`config.mk`:
```
export PLATFORM = sky130hd
export DESIGN_NAME = arb_mux
export DESIGN_NICKNAME = d
export VERILOG_FILES = /design/src/rtl/arb_mux.sv
export SDC_FILE = /design/constraint.sdc
export NUM_CORES = 1
export LEC_CHECK = 0
export ABC_CLOCK_PERIOD_IN_PS = 6200
export CAP_MARGIN = 20
export CORE_ASPECT_RATIO = 0.7
export CORE_MARGIN = 8
export CORE_UTILIZATION = 41
export DETAILED_ROUTE_END_ITERATION = 16
export PLACE_DENSITY_LB_ADDON = 0.05
export RECOVER_POWER = 100
export REMOVE_ABC_BUFFERS = 1
export SYNTH_ARGS = -nofsm -noshare
export SYNTH_HDL_FRONTEND = slang
export SYNTH_SLANG_ARGS = --single-unit
```
`constraint.sdc`:
```
create_clock -name clk -period 6.2 [get_ports clk]
set_input_delay 0.62 -clock clk [delete_from_list [all_inputs] [get_ports clk]]
set_output_delay 0.62 -clock clk [all_outputs]
set_load 0.02 [all_outputs]
```
`src/rtl/arb_mux.sv`:
```
// Round-robin N:1 arbitrating mux with a single registered output stage.
// Optional grant locking is compiled in when ARB_MUX_LOCK_EN is defined.
module arb_mux #(
    parameter int unsigned WIDTH = 32,
    parameter int unsigned NCH   = 8,
    parameter int unsigned SELW  = 3
) (
    input  logic                   clk,
    input  logic                   reset_n,
    input  logic [NCH-1:0]         in_valid,
    input  logic [NCH*WIDTH-1:0]   in_data,
`ifdef ARB_MUX_LOCK_EN
    input  logic [NCH-1:0]         in_lock,
`endif
    output logic [NCH-1:0]         in_ready,
    output logic                   out_valid,
    output logic [WIDTH-1:0]       out_data,
    output logic [SELW-1:0]        out_src,
    input  logic                   out_ready
);

    logic [SELW-1:0]  last_grant;
    logic             load_en;
    logic             rr_found;
    logic [SELW-1:0]  rr_idx;
    logic             win_found;
    logic [SELW-1:0]  win_idx;
    logic             grant_en;
    logic             in_xfer;
    logic [WIDTH-1:0] sel_data;
    int unsigned      cand;

    assign load_en = ~out_valid | out_ready;

    // Search starts one past the last grant and wraps at NCH-1.
    always_comb begin
        rr_found = 1'b0;
        rr_idx   = '0;
        cand     = 0;
        for (int unsigned k = 1; k <= NCH; k++) begin
            cand = (32'(last_grant) + k) % NCH;
            if (!rr_found && in_valid[SELW'(cand)]) begin
                rr_found = 1'b1;
                rr_idx   = SELW'(cand);
            end
        end
    end

`ifdef ARB_MUX_LOCK_EN
    logic            lock_active;
    logic [SELW-1:0] lock_owner;

    // A locked owner is the only candidate, even while it is idle.
    always_comb begin
        win_found = rr_found;
        win_idx   = rr_idx;
        if (lock_active) begin
            win_found = in_valid[lock_owner];
            win_idx   = lock_owner;
        end
    end

    // Any owner transfer re-evaluates the lock from its in_lock bit.
    always_ff @(posedge clk) begin
        if (!reset_n) begin
            lock_active <= 1'b0;
            lock_owner  <= '0;
        end else if (in_xfer) begin
            lock_active <= in_lock[win_idx];
            lock_owner  <= win_idx;
        end
    end
`else
    always_comb begin
        win_found = rr_found;
        win_idx   = rr_idx;
    end
`endif

    assign grant_en = reset_n & load_en & win_found;
    assign in_xfer  = grant_en;

    always_comb begin
        in_ready = '0;
        if (grant_en) begin
            in_ready[win_idx] = 1'b1;
        end
    end

    always_comb begin
        sel_data = '0;
        for (int i = 0; i < int'(NCH); i++) begin
            if (win_idx == SELW'(i)) begin
                sel_data = in_data[i*WIDTH +: WIDTH];
            end
        end
    end

    // Output stage: load on input transfer, otherwise drain on output transfer.
    always_ff @(posedge clk) begin
        if (!reset_n) begin
            out_valid  <= 1'b0;
            out_data   <= '0;
            out_src    <= '0;
            last_grant <= SELW'(NCH - 1);
        end else if (in_xfer) begin
            out_valid  <= 1'b1;
            out_data   <= sel_data;
            out_src    <= win_idx;
            last_grant <= win_idx;
        end else if (out_ready) begin
            out_valid  <= 1'b0;
        end
    end

endmodule

```
==> summary.md <==
| Metric | Value |
|---|---|
| Status | finished with violations |
| Failing checks | max-capacitance violations, max-slew violations |
| Ys Warns | 0 |
| Placed inst area | 7955 um^2 |
| Clk sinks | 39 |
| Most area-consuming cells after synthesis | mux2_2 16%, dfxtp_1 16%, nand2_1 6.1% |
| Synthesized cell area | 4861 um^2 |
| Clock skew | 0.004713 ns |
| Ant. Diodes | 0 |
| I/O Buffers | 310 |
| Top achievable clock speed | 173.4 MHz |
| Grt total ovfl | 0 |
| Post-CTS Setup Repair Bufs | 0 |
| GRT met3 Usage | 7.110% |
| Power Density | 697.3 nW/um^2 |
| Top_reg_cell synth | dfxtp_1 |
| Sequential share of the synthesized area | 16.06% |
| Post-route antenna net violation count | 0 |
| Max-slew violation count | 36 |
| DIE WIDTH | 146.1 um |
| P_leak | 2.951 nW |
| Yosys cell types | 49 |
| Clock tree buffer depth | 2 |
| Post-synth EDFFs | 0 |
| Max IR drop VDD | 0.6521 mV |
| Die area | 15,650 um^2 |
| Post-route cell area | 8092 um^2 |
| GR Layer Usage met2 | 49.54% |
| CTS buffer count | 5 |
| Area grow syn2layout | 66.46% |
| Num ports | 311 |
| Critical path class | reg -> out |
| Number of max-cap violations | 1 |
| Crit Path Max Fanout | 31 |
| First-pass GRT wire length | 35,420 um |
| Post-Syn Instances | 605 |
| WP data arrival | 5.15 ns |
| Largest net degree at the start of global routing | 63 |
| Layout cell share with drive strength beyond 1 | 12.59% |
| DR iter-0 viols | 413 |
| Drt wl/cell | 23.03 um |
| Worst Max-Slew Pin Slew | 1.897 ns |
| Fin crit period | 5.765 ns |
| Finished Layout Cells | 1,031 |
| Initial antenna violation count | 0 |
| CP Capture Type | output pin |
| Layer with the highest usage | met2 |
| Endpoints failing setup | 0 |
| Final Cycle Share | 92.99% |
| Area share of the largest cell type after synthesis | 16.22% |
| Sequential Area | 780.7 um^2 |
| Leading area contributor after synthesis | mux2_2 |
| Placed insts | 1,024 |
| Vias post-DR | 6,296 |
| Most frequent cell after synthesis | nand2_1 |
| Drt first pass iters | 5 |
| Post-synthesis area per instance | 8.035 um^2 |
| Vias in the first global route | 6,413 |
| Post-DR vias/cell | 6.107 |
| Site Rows | 33 |
| CP startpoint kind | flip-flop |
| WL final | 23,740 um |
| RSZ-0062 raised after global routing | no |
| GP Congestion | 0.8951 |
| Post-DP HPWL | 17,970 um |
| Ys async rst share | 0% |
| DRC errors left | 0 |
| H-tree depth | 2 |
| Worst hold slack | 0.4739 ns |
| GRT met1 Usage | 33.13% |
| Total power | 5.642 mW |
| #FFs+latches synth | 39 |
| HP Class | reg -> reg |
| Top cells by count, synth | 79 x nand2_1, 70 x mux2_2, 40 x nor3_1 |
| Final nets | 1,143 |
| Starting density of the core | 41.75% |
| Count of final hold-check violations | 0 |
| Core Footprint | 11,640 um^2 |
| Rel. slew slack | -26.57% |
| Data required time of the worst path | 5.58 ns |
| Global-route usage over all layers | 28.07% |
| TritonCTS clock tree | built |
| Chip height | 107.1 um |
| Filler Cell Count | 937 |
| Skew-Pair Late Insertion Delay | 0.29 ns |
| CTS root buf | clkbuf_16 |
| Clock slew at reported path FFs | 0.06 ns |
| Footprint of the multi-input gates | 3731 um^2 |
==> cell families (layout without fill, tap and decap cells) <==
| family | after synthesis | in the layout | share of synthesized area [%] |
|---|---|---|---|
| compound gates | 231 | 231 | 34.49 |
| simple gates | 165 | 165 | 15.83 |
| mux | 96 | 96 | 24.99 |
| buf+inv | 68 | 337 | 7.388 |
| flops | 39 | 39 | 16.06 |
| xor+xnor | 4 | 4 | 0.7209 |
| fa+ha+maj | 2 | 2 | 0.5147 |
==> metal layers <==
layer,wire length [um],share of wire (%)
met1,9594,40
met4,549,2.3
met5,0,0
met2,11590,49
met3,2004,8.4
==> power breakdown <==
group          internal (mW)  switching [mW]  total [mW]
Sequential             0.357          0.0462       0.403
Clock                  0.188           0.111       0.300
Combinational           1.97            2.97        4.94
==> stage by stage <==
stage | worst slack, ns | TNS [ns] | util [%]
after floorplan | -2.001 | -72.53 | -
after global placement | 0.7313 | 0 | 68.32
after detailed placement | 0.5897 | 0 | 68.32
after CTS | 0.2787 | 0 | 69.69
after global routing | 0.05113 | 0 | 69.49
final | 0.4345 | 0 | 69.49
==> sequential cells by signal, summed over array words and instances (netlist names) <==
name	flops
out_valid	1
last_grant	3
out_data	32
out_src	3
==> cell type report <==
cell class | instances | area share, %
flip-flops and latches | 39 | 9.649
clock inverters | 1 | 0.3711
well taps | 157 | 2.428
repair buffers | 323 | 39.52
multi-input cells | 498 | 46.11
inverters | 7 | 0.3247
clock buffers | 6 | 1.593
==> layout by cell type (no fill, tap or decap), types with 2 or more instances in the layout <==
cell type / instances
xor2_1: 2
and2_1: 3
dfxtp_1: 39
nand3_1: 8
o221ai_1: 33
mux2_1: 4
o21ai_1: 33
a21oi_1: 39
mux4_2: 13
xnor2_1: 2
nand2_1: 79
mux2i_1: 10
buf_4: 12
a32oi_1: 32
a21boi_0: 32
nor2b_1: 3
a211o_1: 33
o21ai_0: 9
a211oi_1: 2
o211ai_1: 2
a22oi_1: 7
nand2b_1: 5
mux2_2: 69
nor2_2: 2
clkbuf_16: 5
nand3b_1: 3
a31oi_1: 2
nor2_1: 9
clkdlybuf4s50_1: 269
inv_1: 7
dlygate4sd3_1: 41
or3_1: 2
nor3_1: 40
and3_1: 2
==> worst paths after layout <==
check                startpoint           end  slack (ns)  depth (start not counted)
setup / recovery  last_grant[0]   in_ready[4]        0.43                         11
hold / removal     out_data[13]  out_data[13]        0.47                          2
setup reg to reg  last_grant[0]  out_data[29]        0.78                         11
hold reg to reg    out_data[13]  out_data[13]        0.47                          2
==> worst max-delay path, cell delays in order, from the launching register on <==
cell and delay, ns:
dfxtp_1 0.31, buf_4 0.27, inv_1 0.20, ha_2 0.67
mux2_1 0.40, mux4_2 0.53, o311ai_1 0.32, a22oi_1 0.18
nor2_4 0.65, nand2_1 0.43, nor2_1 0.17, dlygate4sd3_1 0.68
==> what timing repair did <==
item | CTS | global route
setup endpoints to repair | 0 | 2
gates resized for setup | 0 | 1
hold buffers | 0 | 0
Power figures use the tool's default switching activity.
